File: config.mk
export PLATFORM = sky130hd
export DESIGN_NAME = turf_wb_initiator
export DESIGN_NICKNAME = d
export VERILOG_FILES = /design/src/rtl/turf_wb_initiator.sv
export SDC_FILE = /design/constraint.sdc
export NUM_CORES = 1
export LEC_CHECK = 0
export BUFFER_PORTS_ARGS = -buffer_cell sky130_fd_sc_hd__buf_2
export CAP_MARGIN = 20
export CORE_ASPECT_RATIO = 1.25
export CORE_MARGIN = 4
export CORE_UTILIZATION = 42
export DETAILED_ROUTE_END_ITERATION = 16
export GPL_ROUTABILITY_DRIVEN = 0
export HOLD_SLACK_MARGIN = 0.02
export PLACE_DENSITY = 0.75
export SYNTH_ARGS = -nofsm -noshare
export SYNTH_HDL_FRONTEND = slang
export SYNTH_SLANG_ARGS = --single-unit
File: constraint.sdc
create_clock -name clk_i -period 4.23 [get_ports clk_i]
set_input_delay 0.6345 -clock clk_i [delete_from_list [all_inputs] [get_ports clk_i]]
set_output_delay 0.6345 -clock clk_i [all_outputs]
set_load 0.03 [all_outputs]
File: src/rtl/turf_wb_initiator.sv
// WISHBONE classic single-transfer initiator: command stream in, response stream out,
// bounded rty reissue; bus timeout built only when WB_INITIATOR_TIMEOUT_EN is defined.
module turf_wb_initiator #(
   parameter int unsigned ADDR_WIDTH = 28,
   parameter int unsigned DATA_WIDTH = 32,
   parameter int unsigned TIMEOUT    = 1023,
   parameter int unsigned RTY_LIMIT  = 3
) (
   input  logic                    clk_i,
   input  logic                    rst_i,
   input  logic                    cmd_valid_i,
   output logic                    cmd_ready_o,
   input  logic [ADDR_WIDTH-1:0]   cmd_adr_i,
   input  logic [DATA_WIDTH-1:0]   cmd_dat_i,
   input  logic [DATA_WIDTH/8-1:0] cmd_sel_i,
   input  logic                    cmd_we_i,
   output logic                    rsp_valid_o,
   input  logic                    rsp_ready_i,
   output logic [DATA_WIDTH-1:0]   rsp_dat_o,
   output logic [1:0]              rsp_status_o,
   output logic                    wb_cyc_o,
   output logic                    wb_stb_o,
   output logic                    wb_we_o,
   output logic [ADDR_WIDTH-1:0]   wb_adr_o,
   output logic [DATA_WIDTH-1:0]   wb_dat_o,
   output logic [DATA_WIDTH/8-1:0] wb_sel_o,
   input  logic [DATA_WIDTH-1:0]   wb_dat_i,
   input  logic                    wb_ack_i,
   input  logic                    wb_err_i,
   input  logic                    wb_rty_i
);

   if (TIMEOUT < 1 || TIMEOUT > 65535) begin : g_bad_timeout
      $error("turf_wb_initiator: TIMEOUT must be in 1..65535");
   end
   if (RTY_LIMIT > 15) begin : g_bad_rty_limit
      $error("turf_wb_initiator: RTY_LIMIT must be in 0..15");
   end

   typedef enum logic [1:0] {S_IDLE, S_BUS, S_BACKOFF, S_RESP} state_e;
   typedef enum logic [1:0] {
      RSP_ACK = 2'b00,
      RSP_ERR = 2'b01,
      RSP_RTY = 2'b10,
      RSP_TMO = 2'b11
   } rsp_status_e;

   state_e                  state_q;
   logic [3:0]              rty_cnt_q;
   logic                    cmd_ready_q;
   logic                    rsp_valid_q;
   logic [DATA_WIDTH-1:0]   rsp_dat_q;
   rsp_status_e             rsp_status_q;
   logic                    wb_cyc_q;
   logic                    wb_stb_q;
   logic                    wb_we_q;
   logic [ADDR_WIDTH-1:0]   wb_adr_q;
   logic [DATA_WIDTH-1:0]   wb_dat_q;
   logic [DATA_WIDTH/8-1:0] wb_sel_q;

   logic                    tmo_hit;
   logic                    bus_done;
   logic                    bus_retry;
   rsp_status_e             bus_status;
   logic [DATA_WIDTH-1:0]   bus_dat;

`ifdef WB_INITIATOR_TIMEOUT_EN
   logic [15:0] tmo_cnt_q;
   assign tmo_hit = (tmo_cnt_q == 16'(TIMEOUT));
`else
   assign tmo_hit = 1'b0;
`endif

   // Outcome of one BUS cycle; priority err > ack > rty > timeout
   always_comb begin
      bus_done   = 1'b1;
      bus_retry  = 1'b0;
      bus_status = RSP_ACK;
      bus_dat    = '0;
      if (wb_err_i) begin
         bus_status = RSP_ERR;
      end else if (wb_ack_i) begin
         bus_dat = wb_we_q ? '0 : wb_dat_i;
      end else if (wb_rty_i) begin
         if (rty_cnt_q == 4'(RTY_LIMIT)) begin
            bus_status = RSP_RTY;
         end else begin
            bus_done  = 1'b0;
            bus_retry = 1'b1;
         end
      end else if (tmo_hit) begin
         bus_status = RSP_TMO;
      end else begin
         bus_done = 1'b0;
      end
   end

   always_ff @(posedge clk_i) begin
      if (rst_i) begin
         state_q      <= S_IDLE;
         rty_cnt_q    <= '0;
         cmd_ready_q  <= 1'b0;
         rsp_valid_q  <= 1'b0;
         rsp_dat_q    <= '0;
         rsp_status_q <= RSP_ACK;
         wb_cyc_q     <= 1'b0;
         wb_stb_q     <= 1'b0;
         wb_we_q      <= 1'b0;
         wb_adr_q     <= '0;
         wb_dat_q     <= '0;
         wb_sel_q     <= '0;
`ifdef WB_INITIATOR_TIMEOUT_EN
         tmo_cnt_q    <= '0;
`endif
      end else begin
         case (state_q)
            S_IDLE: begin
               cmd_ready_q <= 1'b1;
               if (cmd_ready_q && cmd_valid_i) begin
                  cmd_ready_q <= 1'b0;
                  wb_cyc_q    <= 1'b1;
                  wb_stb_q    <= 1'b1;
                  wb_we_q     <= cmd_we_i;
                  wb_adr_q    <= cmd_adr_i;
                  wb_dat_q    <= cmd_dat_i;
                  wb_sel_q    <= cmd_sel_i;
                  rty_cnt_q   <= '0;
`ifdef WB_INITIATOR_TIMEOUT_EN
                  tmo_cnt_q   <= '0;
`endif
                  state_q     <= S_BUS;
               end
            end
            S_BUS: begin
               if (bus_done) begin
                  wb_cyc_q     <= 1'b0;
                  wb_stb_q     <= 1'b0;
                  rsp_valid_q  <= 1'b1;
                  rsp_dat_q    <= bus_dat;
                  rsp_status_q <= bus_status;
                  state_q      <= S_RESP;
               end else if (bus_retry) begin
                  wb_cyc_q  <= 1'b0;
                  wb_stb_q  <= 1'b0;
                  rty_cnt_q <= rty_cnt_q + 4'd1;
                  state_q   <= S_BACKOFF;
               end else begin
`ifdef WB_INITIATOR_TIMEOUT_EN
                  tmo_cnt_q <= tmo_cnt_q + 16'd1;
`endif
               end
            end
            S_BACKOFF: begin
               wb_cyc_q  <= 1'b1;
               wb_stb_q  <= 1'b1;
`ifdef WB_INITIATOR_TIMEOUT_EN
               tmo_cnt_q <= '0;
`endif
               state_q   <= S_BUS;
            end
            S_RESP: begin
               if (rsp_ready_i) begin
                  rsp_valid_q <= 1'b0;
                  cmd_ready_q <= 1'b1;
                  state_q     <= S_IDLE;
               end
            end
            default: state_q <= S_IDLE;
         endcase
      end
   end

   assign cmd_ready_o  = cmd_ready_q;
   assign rsp_valid_o  = rsp_valid_q;
   assign rsp_dat_o    = rsp_dat_q;
   assign rsp_status_o = rsp_status_q;
   assign wb_cyc_o     = wb_cyc_q;
   assign wb_stb_o     = wb_stb_q;
   assign wb_we_o      = wb_we_q;
   assign wb_adr_o     = wb_adr_q;
   assign wb_dat_o     = wb_dat_q;
   assign wb_sel_o     = wb_sel_q;

endmodule
==> results of run 1 <==
-- cells in the mapped netlist, types with 4 or more instances --
master	count	area [µm²]
nand2_1	132	495
dfxtp_1	108	2160
a21oi_1	69	345
nand2b_1	34	213
nand3_1	34	170
o21ai_1	32	160
clkbuf_1	23	86.3
buf_2	16	80.1
a31oi_1	4	25.0
nor2_1	4	15.0
nor3b_1	4	30.0
-- metrics by stage --
step	instance area (µm²)	hold WS, ns	worst slack (ns)	cells
2_1_floorplan	4040	0.499	2.51	491
3_3_place_gp	5140	0.439	2.11	786
3_5_place_dp	5140	0.444	2.05	786
4_1_cts	5430	0.454	2.22	801
5_1_grt	5430	0.475	2.05	801
6_report	5430	0.453	2.24	801
-- routing by layer --
metal	part of all wire [%]	wire [µm]
met4	1.2	129
met2	50	5370
met1	40	4290
met3	9.2	996
met5	0.065	7
-- power by group --
part,internal [mW],total (mW),leakage (nW),switching [mW]
logic,0.123,0.369,1.43,0.246
clock network,0.459,0.819,0.135,0.360
registers,1.07,1.10,0.877,0.0352
-- flip-flops by register name, indices dropped and copies added (netlist names), 2 cells and up --
signal,flops
rsp_status_o,2
wb_dat_o,32
wb_sel_o,4
wb_adr_o,28
rty_cnt_q,4
state_q,2
rsp_dat_o,32
-- path summary, 6_finish.rpt --
path | from | end | slack [ns]
setup / recovery | state_q[0] | rsp_dat_o[9] | 2.24
hold reg to reg | wb_dat_o[16] | wb_dat_o[16] | 0.45
hold / removal | wb_dat_o[16] | wb_dat_o[16] | 0.45
setup reg to reg | state_q[0] | rsp_dat_o[9] | 2.24
-- cell type report --
class | instances | area, µm²
Fill cell | 874 | 3840
Clock inverter | 5 | 62.6
Tap cell | 123 | 154
Inverter | 2 | 7.51
Timing Repair Buffer | 213 | 1080
Clock buffer | 10 | 229
Multi-Input combinational cell | 340 | 1740
Sequential cell | 108 | 2160
-- cell families (layout without fill, tap and decap cells) --
| family | count (synthesis) | count (layout) | share of synthesized area, % |
|---|---|---|---|
| buffers and inverters | 43 | 230 | 4.67 |
| muxes | 2 | 2 | 0.557 |
| DFF | 108 | 108 | 53.5 |
| adders and majority gates | 1 | 1 | 0.309 |
| and+or+nand+nor | 220 | 220 | 25.4 |
| AOI/OAI and AO/OA | 117 | 117 | 15.6 |
-- worst max-delay path, stage by stage, from the launching register on --
cell,delay (ns)
dfxtp_1,0.55
nand2b_1,0.31
a21oi_2,0.58
buf_4,0.34
o21ai_1,0.10
==> results.txt, run 1 <==
----------------------------------------------------
[Synthesis]
  Post-synthesis sequential area ratio ... 53.5%
  Number of flip-flops and latches in the synthesized netlist ... 108
  Number of instances in the synthesized netlist ... 491
  Netlist area before placement ... 0.00404 mm²
  Ys flop type ... dfxtp_1
  Distinct cells, synth ... 34
  Net count after synthesis ... 596
  Yosys warnings ... 0
  Number of enable flip-flop cells after synthesis ... 0
  Async set-reset flop share out of synthesis ... 0%
  Avg Inst Size Synth ... 8.24 µm²

[Worst setup path]
  Signal arrival time at the worst endpoint ... 2.20 ns
  Startpoint Class ... flop
  Setup crit end kind ... flop
  Worst Path Class, Setup ... reg -> reg
  Endpoint required time on the critical path ... 4.44 ns
  Path depth of the worst reg2reg path ... 4
  Largest fanout on the critical path ... 18

[Timing]
  Fraction of the cycle the final worst path needs ... 47.0%
  Maximum clock skew at final layout ... 0.00791 ns
  Setup Total Neg Slack ... 0 ns
  Final Slew Violations ... 0
  Highest attainable clock frequency ... 0.503 GHz
  Final setup violation count ... 0
  Hold violation count in the final report ... 0
  Final critical-path required period ... 1.99 ns
  Setup repair after global routing missed its margin ... false
  Worst-case headroom to the max-slew limit ... 36.2%
  Transition time at the pin with the least slew margin ... 0.954 ns

[CTS]
  Hold Buf Count CTS ... 0
  Clock buffers created by TritonCTS ... 9
  Library cell used as clock root buffer ... clkbuf_16
  Clock insertion delay at the later pin of the skew report ... 0.33 ns
  Reg clk slew, reported paths ... 0.07 ns
  Largest buffer count on any clock path ... 2
  TritonCTS clock tree ... done
  Number of instances resized during post-cts repair ... 0
  Maximum level of the CTS H-tree ... 3
  # Post-CTS Setup Buffers ... 0
  Num Clock Sinks ... 108

[Flow run]
  Max-cap viol count ... 0

[Floorplan]
  Area of the die ... 0.0113 mm²
  Top-level port count ... 207
  Site Rows ... 39
  Core area ... 0.00927 mm²
  Starting Density ... 43.6%
  Vert. Die Dim ... 118 µm
  Die extent in x ... 95.8 µm

[Worst hold path]
  Worst min-delay path category ... reg -> reg
  Hold Path Stages ... 2

[GRT]
  Via count of the first global-routing pass ... 3784
  Global routing usage on met2 ... 32.6%
  Largest net degree at the start of global routing ... 68
  Overflow left after global routing ... 0
  First-pass GRT wire length ... 17.6 mm
  Met3 usage in global routing ... 6.20%
  Total Routing Usage GR ... 19.1%
  Busiest layer in global routing ... met2
  Initial antenna violation count ... 1
  M1 GR Usage ... 22.8%

[Drt]
  1st-iter DRT viols ... 167
  First-pass DRT Iterations ... 4
  DR WL/cell ... 13.5 µm
  Post-Route WL ... 10.8 mm
  Via density per instance ... 4.94
  Remaining DRCs ... 0
  Via count of the routed design ... 3958
  Post-detailed-route count of antenna-violating nets ... 0

[Power]
  Total chip power ... 2.29 mW
  Max IR drop VDD ... 0.000223 V
  Cell leakage power ... 2.44 nW
  Power density of the placed cells ... 422 mW/mm²

[Status]
  Outcome ... complete, no violations

[Placement]
  Count of input and output buffers ... 206
  Detailed-placement wirelength estimate ... 7.98 mm

[Cells and area]
  Synth-to-layout area growth ... 34.4%
  Share of final-layout standard cells stronger than drive strength 1 ... 34.5%
  Commonest cells after routing, fill and taps aside ... 206 x buf_2, 132 x nand2_1, 108 x dfxtp_1
  Most frequent standard cell in the layout excluding fill and tap cells ... buf_2
  Antenna diode instance count ... 0
  Final core utilization ... 58.6%
  # nets final ... 779

----------------------------------------------------
Power figures use the tool's default switching activity.
==> inputs of run 2 (changes only) <==
Settings changed: CORE_UTILIZATION 42 to 41, PLACE_DENSITY 0.75 to 0.76.
Clock period 4.23 ns to 1.69 ns, I/O delays scaled along.
==> run 2 against run 1 <==
  * Global-route usage is 0.22 points lower
  * Via count is 1.2% higher
  * First-iteration DRC count is 29% lower
  * Die area is 2.3% higher
  * Combinational power grew to 2.7 times the previous value
  * Final area is 2.0% higher
  * Hold slack worse by 0.31 ns
  * Register-to-register slack worse by 2.1 ns
==> results.txt, run 2 (synthesis gave the netlist of run 1 again) <==
----------------------------------------------------
[Timing]
  Final Slew Violations ... 0 (unchanged)
  Transition time at the pin with the least slew margin ... 0.378 ns (-0.577 ns)
  Final Worst Setup Slack ... 0.107 ns (-2.14 ns)
  Final critical-path required period ... 1.58 ns (-0.404 ns)
  Fraction of the cycle the final worst path needs ... 93.7% (+47 points)
  Final setup violation count ... 0 (unchanged)
  Setup repair after global routing missed its margin ... true
  Hold violation count in the final report ... 0 (unchanged)
  Maximum clock skew at final layout ... 0.00699 ns (-0.000924 ns)
  Worst-case headroom to the max-slew limit ... 74.8% (+39 points)
  Highest attainable clock frequency ... 0.632 GHz (+26%)
  Setup Total Neg Slack ... 0 ns (unchanged)

[Worst setup path]
  Startpoint Class ... flop
  Largest fanout on the critical path ... 9 (-9)
  Worst Path Class, Setup ... reg -> reg
  Setup crit end kind ... flop
  Signal arrival time at the worst endpoint ... 1.80 ns (-0.40 ns)
  Endpoint required time on the critical path ... 1.91 ns (-2.53 ns)

[CTS]
  Clock buffers created by TritonCTS ... 9 (unchanged)
  Hold Buf Count CTS ... 0 (unchanged)
  Num Clock Sinks ... 108 (unchanged)
  Reg clk slew, reported paths ... 0.07 ns (about the same)
  Clock insertion delay at the later pin of the skew report ... 0.34 ns (about the same)
  Largest buffer count on any clock path ... 2 (unchanged)
  # Post-CTS Setup Buffers ... 0 (unchanged)
  Maximum level of the CTS H-tree ... 3 (unchanged)
  TritonCTS clock tree ... done
  Library cell used as clock root buffer ... clkbuf_16

[Cells and area]
  # nets final ... 784 (+0.64%)
  Synth-to-layout area growth ... 37.0%
  Antenna diode instance count ... 0 (unchanged)
  Sequential Area ... 0.00216 mm² (unchanged)
  Count of filler cells inserted in the layout ... 911 (+4.2%)
  Final core utilization ... 57.7% (-0.94 points)
  Commonest cells after routing, fill and taps aside ... 205 x buf_2, 132 x nand2_1, 108 x dfxtp_1
  Most frequent standard cell in the layout excluding fill and tap cells ... buf_2
  Area used by multi-input combinational logic ... 0.00174 mm² (unchanged)
  Share of final-layout standard cells stronger than drive strength 1 ... 34.9% (+0.43 points)
  Non-filler instance count after layout ... 810 (+1.1%)
  Final cell area excluding filler cells ... 0.00554 mm² (+2.0%)

[GRT]
  Overflow left after global routing ... 0 (unchanged)
  First-pass GRT wire length ... 18.3 mm (+3.7%)
  Initial antenna violation count ... 0 (-1)
  Total Routing Usage GR ... 18.9% (-0.22 points)
  Largest net degree at the start of global routing ... 72 (+5.9%)
  Via count of the first global-routing pass ... 3943 (+4.2%)

[Placement]
  Setup slack after placement ... 0.133 ns (-1.92 ns)
  Total placed cells including tap cells ... 794 (+1.0%)
  Detailed-placement wirelength estimate ... 8.29 mm (+3.9%)
  DP Area ... 0.00525 mm² (+2.1%)
  Count of input and output buffers ... 206 (unchanged)

[Drt]
  First-pass DRT Iterations ... 4 (unchanged)
  1st-iter DRT viols ... 119 (-29%)
  DR WL/cell ... 13.7 µm (+2.0%)
  Via density per instance ... 4.94 (about the same)
  Post-Route WL ... 11.1 mm (+3.1%)
  Remaining DRCs ... 0 (unchanged)
  Via count of the routed design ... 4004 (+1.2%)
  Post-detailed-route count of antenna-violating nets ... 0 (unchanged)

[Worst hold path]
  Worst min-delay path category ... in -> reg

[Power]
  Cell leakage power ... 2.49 nW (+2.1%)
  Power density of the placed cells ... 1050 mW/mm² (+150%)
  Max IR drop VDD ... 0.000538 V (+140%)

[Flow run]
  Max-cap viol count ... 0 (unchanged)

[Floorplan]
  Starting Density ... 42.1% (-1.5 points)
  Vert. Die Dim ... 119 µm (+1.1%)
  Site Rows ... 40 (+2.6%)
  Area of the die ... 0.0115 mm² (+2.3%)
  Top-level port count ... 207 (unchanged)
  Die extent in x ... 96.8 µm (+1.1%)
  Core area ... 0.00961 mm² (+3.6%)

[Status]
  Outcome ... complete, no violations

----------------------------------------------------
==> run 2: repair_timing <==
item | 4_1_cts | 5_1_grt
gates resized for setup | 0 | 0
endpoints found under the hold margin | 0 | 0
setup endpoints to repair | 0 | 8
==> run 2: power breakdown <==
group | internal [mW] | total, mW | switching [mW]
Sequential | 2.67 | 2.75 | 0.0802
Combinational | 0.348 | 0.983 | 0.635
Clock | 1.16 | 2.07 | 0.911
Total | 4.18 | 5.80 | 1.63
==> run 2: cell type report <==
cell class	instances	share of cell area (%)
clock inverter	5	1.08
clock buffer	11	4.20
timing repair buffer	218	21.4
multi-input combinational	340	31.3
inverter	2	0.135
sequential	108	39.0
tap	126	2.84
==> run 2: worst paths after layout <==
kind	endpoint	cells after the start	slack [ns]	start
worst max-delay path	rty_cnt_q[0]	3	0.11	state_q[0]
worst min-delay path	rsp_dat_o[27]	3	0.14	wb_dat_i[27]
worst max register to register	rty_cnt_q[0]	3	0.11	state_q[0]
worst min register to register	wb_adr_o[25]	2	0.45	wb_adr_o[25]
==> run 2: metrics by stage <==
stage	hold WS, ns	power [mW]
2_1_floorplan	0.368	3.41
3_3_place_gp	0.438	3.77
3_5_place_dp	0.443	3.80
4_1_cts	0.132	5.88
5_1_grt	0.132	6.09
6_report	0.144	5.80
==> run 2: critical path, stage by stage, from the launching register on <==
cell	delay [ns]
dfxtp_1	0.54
nand2b_1	0.24
a211o_1	0.37
mux2_1	0.33
==> run 2: metal layers <==
metal	wire, µm	global-route usage [%]	vias up
li1	-	-	2001
met2	5490	32.3	141
met3	853	6.21	21
met4	253	6.85	0
met1	4530	21.9	1841
met5	0	0	-
==> inputs of run 3 (changes only) <==
--- a/config.mk
+++ b/config.mk
@@ -14,2 +14,3 @@
 export GPL_ROUTABILITY_DRIVEN = 0
+export GPL_TIMING_DRIVEN = 0
 export HOLD_SLACK_MARGIN = 0.02
--- a/constraint.sdc
+++ b/constraint.sdc
@@ -3,2 +3,2 @@
 set_output_delay 0.2535 -clock clk_i [all_outputs]
-set_load 0.03 [all_outputs]
+set_load 0.05 [all_outputs]
==> run 3 against run 2 <==
  * Critical path depth increased by 2
  * Hold slack improved by 0.0025 ns
  * Non-clock buffer count increased by 28
  * Count of clock-buffer cells in the layout increased by 1
  * Critical path type unchanged
  * Largest cell class unchanged
==> results.txt, run 3 (synthesis gave the netlist of run 1 again) <==
----------------------------------------------------
[Floorplan]
  Die extent in x ... 96.8 µm (unchanged)
  Top-level port count ... 207 (unchanged)
  Site Rows ... 40 (unchanged)
  Area of the die ... 0.0115 mm² (unchanged)
  Core area ... 0.00961 mm² (unchanged)
  Vert. Die Dim ... 119 µm (unchanged)
  Starting Density ... 42.1% (unchanged)

[Drt]
  1st-iter DRT viols ... 116 (-2.5%)
  DR WL/cell ... 13.3 µm (-3.3%)
  First-pass DRT Iterations ... 5 (+1)
  Post-detailed-route count of antenna-violating nets ... 0 (unchanged)
  Via density per instance ... 4.86 (-1.8%)
  Post-Route WL ... 11.1 mm (about the same)
  Via count of the routed design ... 4069 (+1.6%)
  Remaining DRCs ... 0 (unchanged)

[Status]
  Outcome ... complete, no violations

[GRT]
  Total Routing Usage GR ... 18.8% (-0.022 points)
  Via count of the first global-routing pass ... 4019 (+1.9%)
  Overflow left after global routing ... 0 (unchanged)
  Initial antenna violation count ... 0 (unchanged)
  First-pass GRT wire length ... 18.3 mm (+0.38%)
  Largest net degree at the start of global routing ... 20 (-72%)

[Worst setup path]
  Worst Path Class, Setup ... reg -> reg
  Largest fanout on the critical path ... 10 (+1)
  Startpoint Class ... flop
  Endpoint required time on the critical path ... 1.91 ns (about the same)
  Signal arrival time at the worst endpoint ... 1.80 ns (about the same)
  Setup crit end kind ... flop

[CTS]
  Library cell used as clock root buffer ... clkbuf_16
  Maximum level of the CTS H-tree ... 3 (unchanged)
  Num Clock Sinks ... 108 (unchanged)
  Largest buffer count on any clock path ... 2 (unchanged)
  Clock buffers created by TritonCTS ... 9 (unchanged)
  Reg clk slew, reported paths ... 0.07 ns (about the same)
  TritonCTS clock tree ... done
  Clock insertion delay at the later pin of the skew report ... 0.33 ns (about the same)
  # Post-CTS Setup Buffers ... 0 (unchanged)

[Power]
  Max IR drop VDD ... 0.000661 V (+23%)
  Total chip power ... 6.33 mW (+9.1%)
  Power density of the placed cells ... 1130 mW/mm² (+7.5%)
  Cell leakage power ... 2.56 nW (+2.9%)

[Timing]
  Final critical-path required period ... 1.59 ns (+0.00576 ns)
  Transition time at the pin with the least slew margin ... 0.532 ns (+0.154 ns)
  Final setup violation count ... 0 (unchanged)
  Maximum clock skew at final layout ... 0.00632 ns (-0.000667 ns)
  Fraction of the cycle the final worst path needs ... 94.0% (+0.34 points)
  Highest attainable clock frequency ... 0.629 GHz (-0.36%)
  Final Slew Violations ... 0 (unchanged)
  Worst-case headroom to the max-slew limit ... 64.6% (-10 points)
  Hold violation count in the final report ... 0 (unchanged)

[Cells and area]
  Commonest cells after routing, fill and taps aside ... 217 x buf_2, 132 x nand2_1, 108 x dfxtp_1
  Antenna diode instance count ... 0 (unchanged)
  Share of final-layout standard cells stronger than drive strength 1 ... 35.0% (about the same)
  Most frequent standard cell in the layout excluding fill and tap cells ... buf_2
  # nets final ... 812 (+3.6%)
  Synth-to-layout area growth ... 39.1%
  Final cell area excluding filler cells ... 0.00562 mm² (+1.5%)
  Count of filler cells inserted in the layout ... 926 (+1.6%)

[Placement]
  Count of input and output buffers ... 206 (unchanged)
  DP Area ... 0.00523 mm² (-0.31%)
  Detailed-placement wirelength estimate ... 8.72 mm (+5.2%)

[Worst hold path]
  Worst min-delay path category ... in -> reg

[Flow run]
  Max-cap viol count ... 0 (unchanged)

----------------------------------------------------
run 3: changes by cell type in the layout (fill, tap and decap cells not counted), moves of 3 or more:
cell,before,now
buf_12,5,0
buf_2,205,217
buf_4,8,3
buf_6,0,3
clkbuf_1,2,18
clkbuf_2,0,5
run 3: final cells by class:
| type | count | area [µm²] | share of cell area, % |
|---|---|---|---|
| flip-flops and latches | 108 | 2160 | 38.4 |
| multi-input cells | 340 | 1710 | 30.3 |
| repair buffers | 206 | 1030 | 18.3 |
| clock buffers | 12 | 256 | 4.56 |
| plain buffers | 40 | 208 | 3.69 |
| well taps | 126 | 158 | 2.80 |
| clock inverters | 4 | 95.1 | 1.69 |
| inverters | 2 | 7.51 | 0.133 |
run 3: what timing repair did:
item	CTS	global route
hold buffers	0	0
setup endpoints to repair	2	62
pin swaps	0	1
cloned	0	0
gates resized for setup	0	23
run 3: critical path, stage by stage (launching register included):
cell,delay [ns]
dfxtp_1,0.37
ha_1,0.23
nand4bb_1,0.23
a21oi_4,0.29
buf_2,0.25
o21ai_1,0.10
run 3: where the power goes:
group,switching [mW],internal [mW],leakage [nW]
logic,0.840,0.342,1.51
clock network,0.882,1.53,0.173
registers,0.0648,2.67,0.877
run 3: path summary, 6_finish.rpt:
check                from            end  slack [ns]  cells past startpoint
min          wb_dat_i[21]  rsp_dat_o[21]        0.15                      3
max          rty_cnt_q[0]  rsp_dat_o[23]        0.10                      5
max reg2reg  rty_cnt_q[0]  rsp_dat_o[23]        0.10                      5
min reg2reg  wb_adr_o[18]   wb_adr_o[18]        0.45                      2
run 3: through the flow:
step                        TNS, ns  std cells  setup slack, ns  hold WS (ns)  util, %
after floorplan                   0        491           0.0545         0.368        -
after global placement        -3.97        823          -0.0913         0.440     54.5
after detailed placement      -8.24        823           -0.162         0.445     54.5
after CTS                         0        838          0.00367         0.131     58.1
after global routing      -0.000301        838        -0.000301         0.148     58.5
final                             0        838            0.101         0.147     58.5
run 3: layer usage:
metal / global-route usage (%) / routed length, µm / vias to the layer above
li1: - / - / 2067
met1: 21.4 / 4570 / 1844
met2: 33.3 / 5520 / 143
met3: 5.98 / 832 / 15
met4: 6.15 / 209 / 0
met5: 0 / 0 / -
